==> src/rtl/result_streamer.sv <==
`default_nettype none
// ============================================================================
// result_streamer : drains COUNT result-RAM words onto a valid/ready stream
//                   after a rising edge of done_i, via a 2-entry output FIFO.
// Revision        : 1.0
// ============================================================================
module result_streamer #(
    parameter int DATA_WIDTH = 32,
    parameter int ADDR_WIDTH = 10,
    parameter int COUNT      = 1024
) (
    input  logic                  CLK,
    input  logic                  RST,
    input  logic                  done_i,
    output logic [ADDR_WIDTH-1:0] addr_data_o,
    output logic                  ena_data_result_o,
    output logic                  wea_data_result_o,
    input  logic [DATA_WIDTH-1:0] data_result_i,
    output logic [DATA_WIDTH-1:0] m_data_o,
    output logic                  m_valid_o,
    output logic                  m_last_o,
    input  logic                  m_ready_i,
    output logic                  busy_o,
    output logic                  drained_o
);

    localparam logic [ADDR_WIDTH-1:0] LAST_ADDR = ADDR_WIDTH'(COUNT - 1);

    typedef enum logic [1:0] {
        ST_IDLE  = 2'd0,
        ST_READ  = 2'd1,
        ST_FLUSH = 2'd2
    } state_t;

    state_t                  state_q, state_d;
    logic                    done_q, done_d;
    logic [ADDR_WIDTH-1:0]   rd_addr_q, rd_addr_d;
    logic                    inflight_q, inflight_d;
    logic                    inflight_last_q, inflight_last_d;
    logic                    busy_q, busy_d;
    logic                    drained_q, drained_d;
    logic [1:0]              fifo_cnt_q, fifo_cnt_d;
    logic [DATA_WIDTH-1:0]   head_data_q, head_data_d;
    logic                    head_last_q, head_last_d;
    logic [DATA_WIDTH-1:0]   tail_data_q, tail_data_d;
    logic                    tail_last_q, tail_last_d;

    logic                    start;
    logic                    pop;
    logic                    push;
    logic                    issue;
    logic [2:0]              occupancy;

    assign m_valid_o         = (fifo_cnt_q != 2'd0);
    assign m_data_o          = head_data_q;
    assign m_last_o          = head_last_q;
    assign ena_data_result_o = issue;
    assign addr_data_o       = issue ? rd_addr_q : '0;
    assign wea_data_result_o = 1'b0;
    assign busy_o            = busy_q;
    assign drained_o         = drained_q;

    // Control: edge detect, read issue throttle and drain sequencing
    always_comb begin
        done_d          = done_i;
        start           = done_i & ~done_q;
        pop             = m_valid_o & m_ready_i;
        push            = inflight_q;
        // Words held plus words in flight after this cycle's pop must stay below 2
        occupancy       = {1'b0, fifo_cnt_q} + {2'b00, inflight_q} - {2'b00, pop};
        issue           = (state_q == ST_READ) && (occupancy < 3'd2);
        state_d         = state_q;
        rd_addr_d       = rd_addr_q;
        busy_d          = busy_q;
        drained_d       = 1'b0;
        inflight_d      = issue;
        inflight_last_d = issue && (rd_addr_q == LAST_ADDR);

        case (state_q)
            ST_IDLE: begin
                if (start) begin
                    state_d   = ST_READ;
                    rd_addr_d = '0;
                    busy_d    = 1'b1;
                end
            end
            ST_READ: begin
                if (issue) begin
                    if (rd_addr_q == LAST_ADDR) begin
                        state_d = ST_FLUSH;
                    end else begin
                        rd_addr_d = rd_addr_q + ADDR_WIDTH'(1);
                    end
                end
            end
            ST_FLUSH: begin
                // The tagged last word leaving means nothing remains in flight
                if (pop && m_last_o) begin
                    state_d   = ST_IDLE;
                    busy_d    = 1'b0;
                    drained_d = 1'b1;
                end
            end
            default: begin
                state_d = ST_IDLE;
            end
        endcase
    end

    // Two-entry FIFO with the head held in dedicated registers
    always_comb begin
        fifo_cnt_d  = fifo_cnt_q;
        head_data_d = head_data_q;
        head_last_d = head_last_q;
        tail_data_d = tail_data_q;
        tail_last_d = tail_last_q;

        case ({push, pop})
            2'b10: begin
                if (fifo_cnt_q == 2'd0) begin
                    head_data_d = data_result_i;
                    head_last_d = inflight_last_q;
                    fifo_cnt_d  = 2'd1;
                end else begin
                    tail_data_d = data_result_i;
                    tail_last_d = inflight_last_q;
                    fifo_cnt_d  = 2'd2;
                end
            end
            2'b01: begin
                head_data_d = tail_data_q;
                head_last_d = tail_last_q;
                fifo_cnt_d  = fifo_cnt_q - 2'd1;
            end
            2'b11: begin
                if (fifo_cnt_q == 2'd1) begin
                    head_data_d = data_result_i;
                    head_last_d = inflight_last_q;
                end else begin
                    head_data_d = tail_data_q;
                    head_last_d = tail_last_q;
                    tail_data_d = data_result_i;
                    tail_last_d = inflight_last_q;
                end
            end
            default: begin
                fifo_cnt_d = fifo_cnt_q;
            end
        endcase
    end

    always_ff @(posedge CLK) begin
        if (!RST) begin
            state_q         <= ST_IDLE;
            done_q          <= 1'b0;
            rd_addr_q       <= '0;
            inflight_q      <= 1'b0;
            inflight_last_q <= 1'b0;
            busy_q          <= 1'b0;
            drained_q       <= 1'b0;
            fifo_cnt_q      <= 2'd0;
            head_data_q     <= '0;
            head_last_q     <= 1'b0;
            tail_data_q     <= '0;
            tail_last_q     <= 1'b0;
        end else begin
            state_q         <= state_d;
            done_q          <= done_d;
            rd_addr_q       <= rd_addr_d;
            inflight_q      <= inflight_d;
            inflight_last_q <= inflight_last_d;
            busy_q          <= busy_d;
            drained_q       <= drained_d;
            fifo_cnt_q      <= fifo_cnt_d;
            head_data_q     <= head_data_d;
            head_last_q     <= head_last_d;
            tail_data_q     <= tail_data_d;
            tail_last_q     <= tail_last_d;
        end
    end

endmodule
`default_nettype wire
==> config.mk <==
export PLATFORM = sky130hd
export DESIGN_NAME = result_streamer
export DESIGN_NICKNAME = d
export VERILOG_FILES = /design/src/rtl/result_streamer.sv
export SDC_FILE = /design/constraint.sdc
export NUM_CORES = 1
export LEC_CHECK = 0
export CAP_MARGIN = 25
export CORE_AREA = 2 2 97 99
export CTS_CLUSTER_SIZE = 25
export DETAILED_ROUTE_END_ITERATION = 7
export DIE_AREA = 0 0 99 101
export PLACE_DENSITY_LB_ADDON = 0.1
export SLEW_MARGIN = 20
export SYNTH_ARGS = -nofsm -noshare
export SYNTH_HDL_FRONTEND = slang
export SYNTH_SLANG_ARGS = --single-unit
export TNS_END_PERCENT = 5
==> constraint.sdc <==
create_clock -name CLK -period 2.85 [get_ports CLK]
set_input_delay 0.4275 -clock CLK [delete_from_list [all_inputs] [get_ports CLK]]
set_output_delay 0.4275 -clock CLK [all_outputs]
set_load 0.05 [all_outputs]
# [Word level (Yosys, flattened, before mapping)]
# Cells that the tools add are included.
[word_totals] register_bits=85 latchBits=0 ram_bits=0 romBits=0 inputBits=36 out_inout_bits=48 n_memories=0
[classes] n_addsub=4 n_mul=0 div_mod_pow=0 n_lt_le_gt_ge=1 n_eq_ne=15 n_shift=0 mux=28 bitwise_logic=3 reduce_logical=17
[ops] cell="32-bit two-way mux" n=4
[ops] cell="32-bit one-hot mux with 3 select lines" n=1
[ops] cell="32-bit one-hot mux with 2 select lines" n=1
[ops] cell="10-bit two-way mux" n=4
[ops] cell="10-bit one-hot mux with 2 select lines" n=1
[ops] cell="2-bit inequality test, second input constant" n=7
[ops] cell="10-bit by 1-bit adder with 10-bit output, second input constant" n=1
[ops] cell="10-bit == test, second input constant" n=1
[ops] cell="2-bit two-way mux" n=5
[ops] cell="2-bit nonzero test" n=5
[ops] cell="4-bit AND reduction" n=2
[ops] cell="1-bit two-way mux" n=7
[ops] cell="2-bit by 1-bit == test with 1-bit output, second input constant" n=3
[ops] cell="2-bit == test, second input constant" n=3
[ops] cell="2-bit one-hot mux with 3 select lines" n=1
[ops] cell="3-bit AND reduction" n=2
[ops] cell="2-bit logical NOT" n=2
[ops] cell="1-bit one-hot mux with 2 select lines" n=2
[ops] cell="2-bit one-hot mux with 2 select lines" n=1
[ops] cell="2-bit AND reduction" n=2
[ops] cell="2-bit by 1-bit adder with 3-bit output" n=1
[ops] cell="1-bit logical AND" n=3
[ops] cell="3-bit by 2-bit less-than comparator with 1-bit output, second input constant" n=1
[ops] cell="1-bit one-hot mux with 3 select lines" n=1
[ops] cell="other kinds (6)" n=7

# [Longest topological paths before layout]
[depth] ltp_word=7 depth_mapped=12

# [Least setup slack after synthesis]
# OpenSTA, ideal clock, no wires.
[synth_timing] path_kind="flip-flop to output port" from="register fifo_cnt_q[1]" to="output addr_data_o[0]" arrival_time_ns=2.660 required_ns=2.423 setup_slack_ns=-0.238 stages_incl_launch_ff=10 path_buffers=1 path_cell_list="dfxtp_1 inv_1 ha_1 nand2b_1 nor2_1 o21ai_0 fa_1 and3b_2 clkbuf_1 and3_1"
[synth_via] elab_chain_cells=6 elab_cells_between_ends=7 classes_between="add/sub (2); order compare (1); mux (1); bitwise (1); reduce/logical (2)"
[synth_lines] item="start: declaration" line_no="42" source="logic [1:0] fifo_cnt_q, fifo_cnt_d;"
[synth_lines] item="start signal: assignment" line_no="174" source="fifo_cnt_q <= fifo_cnt_d;"
[synth_lines] item="branches (longest 2 deep; another with 2-bit by 1-bit adder with 3-bit output)"
[synth_lines] item="3-bit by 1-bit subtractor with 3-bit output (*)" line_no="70" source="occupancy = {1'b0, fifo_cnt_q} + {2'b00, inflight_q} - {2'b00, pop};"
[synth_lines] item="3-bit by 2-bit less-than comparator with 1-bit output (*)" line_no="71" source="issue = (state_q == ST_READ) && (occupancy < 3'd2);"
[synth_lines] item="1-bit logical AND (*)" line_no="71"
[synth_lines] item="10-bit two-way mux (*)" line_no="58" source="assign addr_data_o = issue ? rd_addr_q : '0;"
[synth_lines] item="end: declaration" line_no="15" source="output logic [ADDR_WIDTH-1:0] addr_data_o,"
# Mark *: on every way between the ends.

# [Worst setup path after layout]
[layout_timing] from="register fifo_cnt_q[0]" to="output addr_data_o[4]"
# The elaborated chain is that of the path after synthesis.

==> key figures <==
Die
  • Core Footprint: 0.00898 mm2
  • Die ar.: around 0.01 mm2
  • Die Ht: approximately 100 um
  • I/O pins: between 80 and 90
  • Cell Rows: 35
  • Die Width: 99 um
  • Initial core utilization: ~44%

Power and ir drop
  • Total power draw: approximately 5.2 mW
  • Static leakage: 2.05 nW
  • Power per Cell Area: between 900 and 1000 mW/mm2
  • VDD IR max: between 0.4 and 0.5 mV

STA
  • Fin crit period: 2910 ps
  • Slew Limit Fails: 0
  • Post-route worst setup slack: -62.9 ps
  • RSZ-0062 raised after global routing: yes
  • Final hold vios: 0
  • Setup TNS: -458 ps
  • Slew HR: approximately 45%
  • Period utilization: 102%
  • Max Clock Freq: 343 MHz
  • Clock skew: ~10 ps
  • Final setup viols: 10
  • Worst Tran Pin Value: slightly above 800 ps

Global routing
  • Routing usage on met3: 4.02%
  • Met1 layer usage reported by global route: 25.4%
  • Vias in the first global route: roughly 3300
  • Initial antenna violation count: 0
  • Layer with the highest usage: met2
  • GRT met2 Usage: 33.5%
  • GRT overflow: 0
  • Pin count of the biggest net entering global routing: 43
  • First-pass GRT wire length: around 16000 um
  • GR Util All Layers: about a fifth

Logic synthesis
  • Dominant synthesized flop cell: dfxtp_1
  • Yosys cell types: 53
  • Synthesized cell area: a little under 0.004 mm2
  • Syn_nets: around 440
  • YS warnings: 0
  • Post-synth EDFFs: 0
  • Mux cell area share after synthesis: around 8.6%
  • Async set or reset register ratio after synthesis: 0%
  • Avg Inst Size Synth: a little under 10 um2
  • FF+latch count, synth: 85
  • Largest family of logic cells by synthesized area: compound AO/OA/AOI/OAI gates
  • Yosys top cell by area: dfxtp_1
  • Simple-gate share of the synthesized area: approximately 16%
  • Mapped Cells: ~400
  • Post-synthesis sequential area ratio: a little over two fifths
  • Main area contributors after synthesis: dfxtp_1 (43%), a221oi_2 (11%), mux2i_1 (8.6%)
  • Synth Area in Adders: between 2 and 2.5%
  • Area share of the largest cell type after synthesis: a little over two fifths
  • Compound-gate portion of the synthesized area: approximately a quarter
  • Synth Area in XOR/XNOR: less than 1%

Route
  • Routed wire length: approximately 9800 um
  • DR vias/cell: roughly 5.4
  • Residual DRC: 0
  • ANT nets after route: 0
  • Average wire per standard cell: ~16 um
  • Drt pass-1 iters: 4
  • DR iter-0 viols: between 100 and 150
  • Vias post-DR: ~3400

Placement
  • Final HPWL DP: approximately 6100 um
  • Routability cong.: just under 0.8
  • # port buffers: 82

CTS
  • Clock Path Buffers: 2
  • H-tree depth: 3
  • CTS tree: built
  • Clk Latency, worst-skew pair: around 360 ps
  • TritonCTS buffer count: 9
  • Sinks on Clock Net: 85
  • Clock root cell: clkbuf_8
  • CTS clock-pin slew for the worst setup and hold paths: about 90 ps

Critical path
  • Crit end category: output port
  • Arrival @ worst endpoint: ~2500 ps
  • CP startpoint kind: register
  • Cells along the critical path: inv_2 > ha_4 > nand2b_4 > nor2_4 > o21ai_2 > fa_1 > and3b_2 > buf_6 > and3_4 > buf_12
  • Slowest cell delay on critical path: 510 ps
  • CP Max Fanout: 7
  • Slowest cell on the critical path: fa_1
  • Critical path class: register to output port
  • Worst path required time: about 2400 ps

Job
  • Max Cap Viol: 0

Layout
  • Share of layout cells above drive strength 1: roughly a quarter
  • Fillers: roughly 770
  • Most frequent cells in the layout: dfxtp_1 (83), clkdlybuf4s50_1 (70), nor2_1 (69)
  • Diodes inserted: 0
  • P&R area growth vs syn: 41.3%
  • Commonest non-fill, non-tap cell in the layout: dfxtp_1
  • Register area: 0.00170 mm2
  • Area of the multi-input gates: approximately 0.0021 mm2
  • Nets@finish: 547

Status
  • Status: complete, but fails checks
  • Failing checks: setup timing

Hold path
  • Hold Crit Class: register to register
metrics by stage:
| step | utilization (%) | area, um2 | worst slack (ps) | hold WS (ps) | cells |
|---|---|---|---|---|---|
| final | 61.9 | 5560 | -62.9 | 500 | 621 |
| after global routing | 61.9 | 5560 | -164 | 529 | 621 |
| after CTS | 61.3 | 5500 | -160 | 506 | 617 |
| after detailed placement | 57.1 | 5130 | -140 | 487 | 588 |
| after global placement | 57.1 | 5130 | -106 | 474 | 588 |
| after floorplan | - | 3990 | 34.2 | 462 | 402 |
layer usage:
layer / up-vias / wire (um)
li1: 1671 / -
met1: 1633 / 4460
met2: 55 / 4800
met3: 12 / 380
met4: 0 / 115
met5: - / 0
worst max-delay path, delay by kind of cell, from the launching register on:
kind,cells,cell delay [ps]
compound gates,1,70
flops,1,350
simple gates,4,720
fa+ha+maj,2,660
buf+inv,3,320
registers in the layout, indices dropped and copies added (netlist names):
name	cells
m_data_o	32
tail_data_q	32
state_q	2
tail_last_q	1
drained_o	1
inflight_last_q	1
inflight_q	1
busy_o	1
fifo_cnt_q	2
rd_addr_q	10
done_q	1
m_last_o	1
layout make-up:
cell class	instances	share of cell area, %
inverters	9	0.698
clock inverters	5	1.51
flip-flops and latches	85	30.6
clock buffers	11	2.36
repair buffers	124	23.6
multi-input cells	276	38.6
well taps	111	2.50
what timing repair did:
item | CTS | global route
cloned | 1 | 0
hold buffers | 0 | 0
buffers inserted | 12 | 6
gates resized for setup | 13 | 13
pin swaps | 5 | 11
endpoints found under the setup margin | 11 | 39
logic make-up after synthesis:
kind of cell	Yosys count
compound gates	107
xor+xnor	1
fa+ha+maj	6
buf+inv	41
flops	85
mux	34
other cells	1
simple gates	127
cells in the mapped netlist (2+ instances only):
| cell | n |
|---|---|
| or3_1 | 4 |
| nand3_1 | 5 |
| ha_1 | 5 |
| buf_8 | 3 |
| o31ai_1 | 2 |
| nor2_1 | 71 |
| and4_1 | 2 |
| buf_4 | 2 |
| buf_6 | 4 |
| o41ai_1 | 2 |
| a21oi_1 | 12 |
| buf_2 | 9 |
| o311ai_1 | 4 |
| and2_1 | 3 |
| dfxtp_1 | 85 |
| mux2i_1 | 34 |
| and3_1 | 13 |
| nand2b_1 | 2 |
| clkbuf_1 | 13 |
| nand2_1 | 8 |
| nor3_1 | 3 |
| o21ai_0 | 40 |
| nor2b_1 | 2 |
| nand3b_1 | 3 |
| nand4_1 | 2 |
| a221oi_1 | 3 |
| a221oi_2 | 30 |
| a21oi_2 | 3 |
| a211oi_1 | 3 |
| inv_1 | 7 |
where the power goes:
part           leakage, nW  internal, mW  switching, mW
sequential           0.692          1.43          0.141
combinational         1.26          1.04           1.64
clock                0.100         0.498          0.449
total                 2.05          2.97           2.23
final timing paths:
check	from	to	slack, ps	cells after the start
setup / recovery	fifo_cnt_q[0]	addr_data_o[4]	-60	10
hold / removal	busy_o	busy_o	500	2
setup reg to reg	fifo_cnt_q[0]	rd_addr_q[1]	140	13
hold reg to reg	busy_o	busy_o	500	2
Power figures use the tool's default switching activity.
